`src/rtl/box_overlay_pkg.sv`:
```
// box_overlay_pkg: shared state, coordinate and pixel types plus the edge clamp helper. Rev 1.0
`default_nettype none

package box_overlay_pkg;

  typedef enum logic [1:0] {
    IDLE  = 2'd0,
    TRACK = 2'd1,
    HOLD  = 2'd2
  } state_t;

  typedef logic [11:0] coord_t;
  typedef logic [23:0] rgb_t;

  // Out-of-range low edges snap to 0 (catches 0-1 wrapping to 4095); high edges snap to limit-1.
  function automatic coord_t clamp_coord(input coord_t val, input coord_t limit, input logic high_edge);
    coord_t res;
    res = val;
    if (val >= limit) begin
      res = high_edge ? coord_t'(limit - 12'd1) : '0;
    end
    return res;
  endfunction

endpackage

`default_nettype wire

```
`src/rtl/box_hold_fsm.sv`:
```
// box_hold_fsm: per-frame box capture, clamp, validity and hold/coast FSM. Rev 1.0
// Optional BOX_OVERLAY_CENTER_MARK_EN adds the captured box centre outputs.
`default_nettype none

module box_hold_fsm
  import box_overlay_pkg::*;
#(
  parameter int H_ACTIVE    = 640,
  parameter int V_ACTIVE    = 480,
  parameter int HOLD_FRAMES = 8
) (
  input  logic        clk,
  input  logic        rst,
  input  logic        lcd_vs,
  input  logic [11:0] hcount_l,
  input  logic [11:0] hcount_r,
  input  logic [11:0] vcount_l,
  input  logic [11:0] vcount_r,
  output logic [11:0] box_l,
  output logic [11:0] box_r,
  output logic [11:0] box_t,
  output logic [11:0] box_b,
  output logic        box_valid
`ifdef BOX_OVERLAY_CENTER_MARK_EN
  ,
  output logic [11:0] box_cx,
  output logic [11:0] box_cy
`endif
);

  localparam coord_t H_LIM      = coord_t'(H_ACTIVE);
  localparam coord_t V_LIM      = coord_t'(V_ACTIVE);
  localparam logic [7:0] HOLD_N = 8'(HOLD_FRAMES);

  logic   vs_d1, vs_d2, cap;
  state_t state, next_state;
  logic [7:0] hold_cnt, next_cnt;
  logic   load, clear;
  coord_t cl_l, cl_r, cl_t, cl_b;
  logic   in_valid;

  assign cl_l     = clamp_coord(hcount_l, H_LIM, 1'b0);
  assign cl_r     = clamp_coord(hcount_r, H_LIM, 1'b1);
  assign cl_t     = clamp_coord(vcount_l, V_LIM, 1'b0);
  assign cl_b     = clamp_coord(vcount_r, V_LIM, 1'b1);
  assign in_valid = (cl_l < cl_r) && (cl_t < cl_b);

  always_comb begin
    next_state = state;
    next_cnt   = hold_cnt;
    load       = 1'b0;
    clear      = 1'b0;
    if (cap) begin
      unique case (state)
        IDLE: begin
          if (in_valid) begin
            load = 1'b1; next_cnt = HOLD_N; next_state = TRACK;
          end
        end
        TRACK: begin
          if (in_valid) begin
            load = 1'b1; next_cnt = HOLD_N;
          end else begin
            next_cnt = hold_cnt - 8'd1; next_state = HOLD;
          end
        end
        HOLD: begin
          if (in_valid) begin
            load = 1'b1; next_cnt = HOLD_N; next_state = TRACK;
          end else if (hold_cnt == 8'd1) begin
            clear = 1'b1; next_cnt = 8'd0; next_state = IDLE;
          end else begin
            next_cnt = hold_cnt - 8'd1;
          end
        end
        default: begin
          clear = 1'b1; next_cnt = 8'd0; next_state = IDLE;
        end
      endcase
    end
  end

  always_ff @(posedge clk) begin
    if (rst) begin
      vs_d1     <= 1'b0;
      vs_d2     <= 1'b0;
      cap       <= 1'b0;
      state     <= IDLE;
      hold_cnt  <= 8'd0;
      box_valid <= 1'b0;
      box_l     <= '0;
      box_r     <= '0;
      box_t     <= '0;
      box_b     <= '0;
    end else begin
      vs_d1     <= lcd_vs;
      vs_d2     <= vs_d1;
      cap       <= vs_d1 & ~vs_d2;
      state     <= next_state;
      hold_cnt  <= next_cnt;
      box_valid <= (next_state != IDLE);
      if (load) begin
        box_l <= cl_l; box_r <= cl_r; box_t <= cl_t; box_b <= cl_b;
      end else if (clear) begin
        box_l <= '0; box_r <= '0; box_t <= '0; box_b <= '0;
      end
    end
  end

`ifdef BOX_OVERLAY_CENTER_MARK_EN
  logic [12:0] sum_h, sum_v;
  assign sum_h = {1'b0, cl_l} + {1'b0, cl_r};
  assign sum_v = {1'b0, cl_t} + {1'b0, cl_b};

  // Centre only moves on a successful load, so it is held through HOLD and IDLE.
  always_ff @(posedge clk) begin
    if (rst) begin
      box_cx <= '0;
      box_cy <= '0;
    end else if (load) begin
      box_cx <= sum_h[12:1];
      box_cy <= sum_v[12:1];
    end
  end
`endif

endmodule

`default_nettype wire

```
`src/rtl/box_overlay.sv`:
```
// box_overlay: 2-stage pipeline drawing the tracked bounding box onto the LCD stream. Rev 1.0
// Optional BOX_OVERLAY_CENTER_MARK_EN adds a centre cross and box_cx/box_cy ports.
`default_nettype none

module box_overlay
  import box_overlay_pkg::*;
#(
  parameter int          H_ACTIVE    = 640,
  parameter int          V_ACTIVE    = 480,
  parameter int          LINE_W      = 2,
  parameter logic [23:0] BOX_COLOR   = 24'hFF0000,
  parameter int          HOLD_FRAMES = 8
) (
  input  logic        clk,
  input  logic        rst,
  input  logic        lcd_vs,
  input  logic        lcd_hs,
  input  logic        lcd_de,
  input  logic [11:0] hcount,
  input  logic [11:0] vcount,
  input  logic [23:0] lcd_data,
  input  logic [11:0] hcount_l,
  input  logic [11:0] hcount_r,
  input  logic [11:0] vcount_l,
  input  logic [11:0] vcount_r,
  output logic        lcd_vs_o,
  output logic        lcd_hs_o,
  output logic        lcd_de_o,
  output logic [23:0] lcd_data_o,
  output logic        box_valid
`ifdef BOX_OVERLAY_CENTER_MARK_EN
  ,
  output logic [11:0] box_cx,
  output logic [11:0] box_cy
`endif
);

  localparam logic [12:0] LW = 13'(LINE_W);

  coord_t box_l, box_r, box_t, box_b;

  box_hold_fsm #(
    .H_ACTIVE   (H_ACTIVE),
    .V_ACTIVE   (V_ACTIVE),
    .HOLD_FRAMES(HOLD_FRAMES)
  ) u_hold (
    .clk      (clk),
    .rst      (rst),
    .lcd_vs   (lcd_vs),
    .hcount_l (hcount_l),
    .hcount_r (hcount_r),
    .vcount_l (vcount_l),
    .vcount_r (vcount_r),
    .box_l    (box_l),
    .box_r    (box_r),
    .box_t    (box_t),
    .box_b    (box_b),
    .box_valid(box_valid)
`ifdef BOX_OVERLAY_CENTER_MARK_EN
    ,
    .box_cx   (box_cx),
    .box_cy   (box_cy)
`endif
  );

  // 13-bit compares so edge+LINE_W never wraps near 4095.
  logic [12:0] h13, v13, l13, r13, t13, b13;
  logic        in_box, on_edge, draw;

  assign h13 = {1'b0, hcount};
  assign v13 = {1'b0, vcount};
  assign l13 = {1'b0, box_l};
  assign r13 = {1'b0, box_r};
  assign t13 = {1'b0, box_t};
  assign b13 = {1'b0, box_b};

  assign in_box  = lcd_de && box_valid && (h13 >= l13) && (h13 <= r13) && (v13 >= t13) && (v13 <= b13);
  assign on_edge = (h13 < l13 + LW) || (h13 + LW > r13) || (v13 < t13 + LW) || (v13 + LW > b13);

`ifdef BOX_OVERLAY_CENTER_MARK_EN
  logic [12:0] cx13, cy13;
  logic        in_area, cross;
  assign cx13    = {1'b0, box_cx};
  assign cy13    = {1'b0, box_cy};
  assign in_area = (h13 < 13'(H_ACTIVE)) && (v13 < 13'(V_ACTIVE));
  assign cross   = lcd_de && box_valid && in_area &&
                   (((v13 == cy13) && (h13 + 13'd4 >= cx13) && (h13 <= cx13 + 13'd4)) ||
                    ((h13 == cx13) && (v13 + 13'd4 >= cy13) && (v13 <= cy13 + 13'd4)));
  assign draw    = (in_box && on_edge) || cross;
`else
  assign draw    = in_box && on_edge;
`endif

  logic        vs_q, hs_q, de_q, draw_q;
  logic [23:0] data_q;

  always_ff @(posedge clk) begin
    if (rst) begin
      vs_q       <= 1'b0;
      hs_q       <= 1'b0;
      de_q       <= 1'b0;
      draw_q     <= 1'b0;
      data_q     <= '0;
      lcd_vs_o   <= 1'b0;
      lcd_hs_o   <= 1'b0;
      lcd_de_o   <= 1'b0;
      lcd_data_o <= '0;
    end else begin
      vs_q       <= lcd_vs;
      hs_q       <= lcd_hs;
      de_q       <= lcd_de;
      draw_q     <= draw;
      data_q     <= lcd_data;
      lcd_vs_o   <= vs_q;
      lcd_hs_o   <= hs_q;
      lcd_de_o   <= de_q;
      lcd_data_o <= draw_q ? BOX_COLOR : data_q;
    end
  end

endmodule

`default_nettype wire

```
`config.mk`:
```
export PLATFORM = sky130hd
export DESIGN_NAME = box_overlay
export DESIGN_NICKNAME = d
export VERILOG_FILES = /design/src/rtl/box_overlay_pkg.sv /design/src/rtl/box_hold_fsm.sv /design/src/rtl/box_overlay.sv
export SDC_FILE = /design/constraint.sdc
export NUM_CORES = 1
export LEC_CHECK = 0
export BUFFER_PORTS_ARGS = -buffer_cell sky130_fd_sc_hd__buf_2
export CAP_MARGIN = 20
export CORE_MARGIN = 2
export CORE_UTILIZATION = 50
export DETAILED_ROUTE_END_ITERATION = 6
export PLACE_DENSITY = 0.85
export SYNTH_ARGS = -nofsm -noshare
export SYNTH_HDL_FRONTEND = slang
export SYNTH_SLANG_ARGS = --single-unit
```
`constraint.sdc`:
```
create_clock -name clk -period 4.8 [get_ports clk]
set_input_delay 1.2 -clock clk [delete_from_list [all_inputs] [get_ports clk]]
set_output_delay 1.2 -clock clk [all_outputs]
set_load 0.01 [all_outputs]
```
# Word level (Yosys, flattened, before mapping)
# Index checks and enable logic that the tools add are counted.
totals:
  wordCells: 88
  reg_bits: 115
  input_bits: 101
  out_inout_bits: 28
classes:
  addsub: 5
  muxes: 28
  n_bitwise: 2
  reduce_logical: 17
  n_lt_le_gt_ge: 14
  eq_ne: 4
ops:
  columns: ["operator", "n"]
  rows:
  - ["$mux 12", 9]
  - ["$add 12x2->13 const B", 4]
  - ["$mux 8", 4]
  - ["$gt 13x12->1", 2]
  - ["$lt 12x13->1", 2]
  - ["$ge 12x10->1 const B", 2]
  - ["$ge 12x12->1", 2]
  - ["$ge 12x9->1 const B", 2]
  - ["$le 12x12->1", 2]
  - ["$lt 12x12->1", 2]
  - ["$mux 24", 1]
  - ["$pmux 8 s3", 1]
  - ["$mux 2", 5]
  - ["$eq 8x1->1 const B", 1]
  - ["$sub 8x1->8 const B", 1]
  - ["$logic_and 1x1->1", 7]
  - ["$mux 1", 6]
  - ["$pmux 2 s3", 1]
  - ["$reduce_bool 2->1", 2]
  - ["$reduce_or 2->1", 2]
  - ["$logic_or 1x1->1", 3]
  - ["$reduce_or 3->1", 1]
  - ["$eq 2x1->1 const B", 1]
  - ["$eq 2x2->1 const B", 1]
  - ["6 further kinds", 6]

# Depth between registers and ports, before layout
depth:
  ltp_word: 9
  mapped_depth: 14
  depth_no_buf: 12

# Modules after synthesis
# Synthesis repeated with hierarchy kept, for this count alone.
unflattened:
  cells_unflattened: 798
  hier_area_um2: 7349.5
by_module_without_submodules:
  columns: ["module", "cells_per_inst", "n_inst", "area_each_um2", "seq_area_each_um2"]
  rows:
  - ["box_overlay", 490, 1, 4300.4, 1101.1]
  - ["box_hold_fsm", 308, 1, 3049.2, 1241.2]

# Worst setup path after synthesis
# No wires, ideal clock.
synth_timing:
  path_kind: "input-to-reg"
  from: "input vcount_r[11]"
  to: "register u_hold.hold_cnt[2]"
  t_arrival_ns: 3.984
  required_time_ns: 4.678
  setup_ns: 0.122
  cell_stages: 12
  slack_ns: 0.694
  n_path_buf: 1
  path_cell_list: "or3_4 -> a41o_4 -> or2_2 -> ha_1 -> nand4_1 -> nor2_1 -> a2111oi_2 -> o2111ai_4 -> nor2_2 -> buf_2 -> nor2_1 -> a221o_1"
synth_via:
  elab_chain_len: 6
  elab_cells_between_ends: 9
  classes_between: "order compare (2); eq/ne (1); mux (4); reduce/logical (2)"
synth_rtl:
  columns: ["element", "line_no", "text"]
  rows:
  - ["start, declared", "box_overlay.sv:25", "input logic [11:0] vcount_r,"]
  - ["$ge 12x9->1", "box_overlay_pkg.sv:19", "if (val >= limit) begin"]
  - ["$mux 12 *", "box_overlay_pkg.sv:19", null]
  - ["$lt 12x12->1 *", "box_hold_fsm.sv:46", "assign in_valid = (cl_l < cl_r) && (cl_t < cl_b);"]
  - ["$logic_and 1x1->1 *", "box_hold_fsm.sv:46", null]
  - ["$mux 8 (tied with other cells)", "box_hold_fsm.sv:68", "if (in_valid) begin"]
  - ["$pmux 8 s3 or $reduce_and 2->1 (tied branches)", null, null]
  - ["end signal, assigned", "box_hold_fsm.sv:100", "hold_cnt <= next_cnt;"]
  - ["end, declared", "box_hold_fsm.sv:37", "logic [7:0] hold_cnt, next_cnt;"]
# Mark *: on every way between the ends. The rest lies on a longest branch, timed or not.
# A chain may end at the register's enable or synchronous reset.

# Worst setup path in the final report
layout_timing:
  from: "input vcount_r[11]"
  to: "register u_hold.box_l[3]"
layout_via:
  elab_chain_len: 8
  elab_cells_between_ends: 12
  classes_between: "order compare (2); mux (8); reduce/logical (2)"
layout_rtl:
  columns: ["element", "line_no", "text"]
  rows:
  - ["$ge 12x9->1", "box_overlay_pkg.sv:19", null]
  - ["$mux 12 *", "box_overlay_pkg.sv:19", null]
  - ["$lt 12x12->1 *", "box_hold_fsm.sv:46", null]
  - ["$logic_and 1x1->1 *", "box_hold_fsm.sv:46", null]
  - ["$mux 1, on equally long branches", "box_hold_fsm.sv:68, box_hold_fsm.sv:56, box_hold_fsm.sv:61", null]
  - ["$pmux 1 s2 or $mux 1 (tied branches)", null, null]
  - ["$mux 1", "box_hold_fsm.sv:53", "if (cap) begin"]
  - ["$reduce_bool 2->1 (no line) or $mux 12 (tied branches)", null, null]
  - ["end signal, assigned", "box_hold_fsm.sv:103", "box_l <= cl_l; box_r <= cl_r; box_t <= cl_t; box_b <= cl_b;"]
  - ["end, declared", "box_hold_fsm.sv:19", "output logic [11:0] box_l,"]
# Marked as above.

==> results.py <==
metrics = {
    "synthesis": {
        "yosysSeqAreaShare_pct": 32.26,
        "synth_top_area_cell": "dfxtp_1",
        "syn_area_um2": 7137,
        "ys_async_sr_fraction_pct": 0,
        "synth_top_area_share_pct": 32.26,
        "ys.warnings.count": 0,
        "synth.area.top_cells": "dfxtp_1, ha_1, and2_1, xnor2_1, nor2b_1",
        "ys_ff_latch": 115,
        "yosysUniqueCellTypes": 65,
        "synth-edff-count": 0,
        "synth-main-ff-cell": "dfxtp_1",
        "syn_avg_cell_area_um2": 9.103,
        "synth_cells": 784,
    },
    "placed_design": {
        "gp_congestion": 0.8820,
        "hpwl_mm": 13.50,
        "numPortBuffers": 128,
        "post-place-ws_ps": 53.47,
        "dp_cells": 1085,
    },
    "worst_setup_path": {
        "crit_type": "primary input to flip-flop",
        "critPathRequiredTime_ps": 5100,
        "worstRegToRegCells": 10,
        "crit_path_end_kind": "flip-flop",
        "startpoint_type": "primary input",
        "crit_path_cell_trace": "buf_2 > or3_4 > a41o_4 > or2_2 > ha_1 > nand4_1 > nor2_1 > a2111oi_2 > o2111ai_4 > o21ai_1 > a21oi_4 > buf_16 > a22o_1",
        "reg2reg_slack_ps": 2040,
        "path_max_fanout": 27,
        "cpMaxStageDelayCell": "a2111oi_2",
        "r2r-start": "u_hold.box_l[1]",
        "path_buf_inv": 2,
        "critPathMaxStageDelay_ps": 450,
        "cpLargestDelayFamily": "compound AO/OA/AOI/OAI gates",
        "worstReg2RegEnd": "draw_q",
        "critPathArrivalTime_ps": 4440,
    },
    "routing": {
        "dr.pass1.iters": 5,
        "ant_nets": 0,
        "routed_wl_mm": 17.75,
        "via_per_inst": 5.612,
        "wl_per_cell_um": 15.87,
        "dr.first_iter.drc_count": 351,
        "vias": 6274,
        "drc_errors": 0,
    },
    "grt": {
        "antenna_found_initial": 0,
        "grt_max_degree": 50,
        "grt_pass1_vias": 5946,
        "track_usage_pct": 23.95,
        "grt_first_pass_wirelength_mm": 28.55,
        "gr-total-overflow": 0,
    },
    "power": {
        "p_per_area_nw_per_um2": 286.1,
        "p_leak_nw": 3.718,
        "ir_worst_vdd_mv": 0.2352,
    },
    "final_layout": {
        "instances_no_fill": 1118,
        "diodes": 0,
        "final_nets": 1146,
        "layout_common_cells": "buf_2, ha_1, dfxtp_1, nor2_1, inv_1",
        "drive_gt1_share_pct": 18.66,
        "final_common_cell": "buf_2",
        "area_growth_pct": 19.90,
    },
    "die": {
        "fp.coreArea_um2": 13930,
        "fp.dieH_um": 123.5,
        "rows": 43,
        "die_x_um": 123.5,
        "boundaryPins": 129,
        "die_area_um2": 15240,
        "start_util_pct": 51.22,
    },
    "sta": {
        "clock.fmax_mhz": 241.5,
        "setup_viol": 0,
        "finalSetupTns_ps": 0,
        "relSlewSlack_pct": 41.89,
        "worst_slack_ps": 659.6,
        "tightest_slew_ps": 871.6,
        "rsz0062_at_grt": "no",
        "maxSlewViolCount": 0,
        "final-hold-violation-count": 0,
        "fin_skew_ps": 11.68,
        "fin_crit_sh_pct": 86.26,
        "fin_crit_ps": 4140,
    },
    "clocking": {
        "cts_resized": 0,
        "cts_root_buffer": "clkbuf_16",
        "clk_latency_ps": 420,
        "cts.clk_slew.worst_paths_ps": 60,
        "cts_setup_buffers": 0,
        "cts_tree": "yes",
        "cts-buffers-inserted": 17,
        "h-tree-depth": 4,
        "cts_sinks": 115,
        "max-clock-path-buffers": 2,
        "cts_hold_buf": 0,
    },
    "min_path": {
        "holdPathStages": 1,
        "hold_end": "u_hold.cap",
        "hold_path_class": "flip-flop to flip-flop",
        "hold_path_startpoint": "u_hold.vs_d2",
    },
    "flow_run": {
        "drv_cap": 0,
    },
    "outcome": {
        "status": "complete, no violations",
    },
}
## cells by family (layout without fill, tap and decap cells)
| group | Yosys count | after routing | share of synthesized area [%] |
|---|---|---|---|
| DFF | 115 | 115 | 32.26 |
| and+or+nand+nor | 276 | 276 | 20.90 |
| AOI/OAI and AO/OA | 157 | 157 | 16.73 |
| other | 2 | 10 | 0.1052 |
| muxes | 1 | 1 | 0.1578 |
| xor gates and xnor gates | 38 | 38 | 4.663 |
| adders and majority gates | 120 | 120 | 21.04 |
| buffers and inverters | 75 | 221 | 4.155 |
## report_power, final
part / switching (W) / total, W / internal (W)
clock network: 0.000444 / 0.00113 / 0.000686
logic: 0.000176 / 0.000322 / 0.000146
registers: 0.0000121 / 0.000996 / 0.000984
total: 0.000633 / 0.00245 / 0.00182
## worst reg2reg max path: cells and delay by family (launching register included)
family / cells / cell delay (ps)
AOI/OAI and AO/OA: 6 / 1200
xor gates and xnor gates: 1 / 190
adders and majority gates: 2 / 610
DFF: 1 / 510
and+or+nand+nor: 1 / 150
## area by class of cell
| type | count | area, um2 |
|---|---|---|
| fill | 1144 | 5378 |
| multi-input combinational | 602 | 4576 |
| tap | 180 | 225.2 |
| timing repair buffer | 134 | 705.7 |
| clock buffer | 21 | 460.4 |
| clock inverter | 11 | 81.33 |
| sequential | 115 | 2302 |
| inverter | 55 | 206.4 |
## synthesized netlist by cell type (all sizes together) (5+ instances only)
master     n
a21o      13
a21oi     32
a22o      15
a32o       7
and2      45
and3       7
buf        6
clkbuf    14
dfxtp    115
ha       120
inv       55
nand2     32
nand2b     6
nand3     26
nand4     23
nor2      58
nor2b     38
nor3      17
nor4       5
o211ai     5
o21ai     18
o2bb2ai   18
o31ai      5
or3        5
xnor2     31
xor2       7
## registers in the layout, summed over array words and instances (netlist names)
name	cells
de_q	1
lcd_data_o	24
u_hold.hold_cnt	8
u_hold.box_valid	1
draw_q	1
u_hold.vs_d1	1
u_hold.box_t	12
u_hold.vs_d2	1
lcd_de_o	1
u_hold.box_r	12
u_hold.box_l	12
u_hold.cap	1
u_hold.state	2
hs_q	1
data_q	24
u_hold.box_b	12
lcd_hs_o	1
## layer usage
metal	part of all wire [%]	up-vias	routed length, um	track usage [%]
met5	0	-	0	0
met4	2.3	0	412	8.168
met3	5.8	40	1031	5.397
met2	48	223	8465	39.15
met1	44	2905	7837	31.10
li1	-	3106	-	-
## how the worst max path moves through the flow
stage | from | endpoint | cells after the start
global placement | vcount_r[11] | u_hold.box_l[2] | 12
global route | vcount_r[11] | u_hold.box_l[7] | 13
finish | vcount_r[11] | u_hold.box_l[3] | 13
floorplan | vcount_r[11] | u_hold.hold_cnt[2] | 12
CTS | vcount_r[11] | u_hold.box_l[3] | 12
detailed placement | vcount_r[11] | u_hold.box_t[1] | 12
## through the flow
stage	util [%]	power, W	hold slack [ps]	area [um2]
finish	61.41	0.002448	414.3	8557
floorplan	-	0.001208	405.7	7167
global route	61.41	0.002552	433.5	8557
CTS	61.21	0.002449	416.8	8529
global placement	57.32	0.001315	405.0	7988
detailed placement	57.32	0.001327	402.2	7988
(Power assumes the default switching activity.)
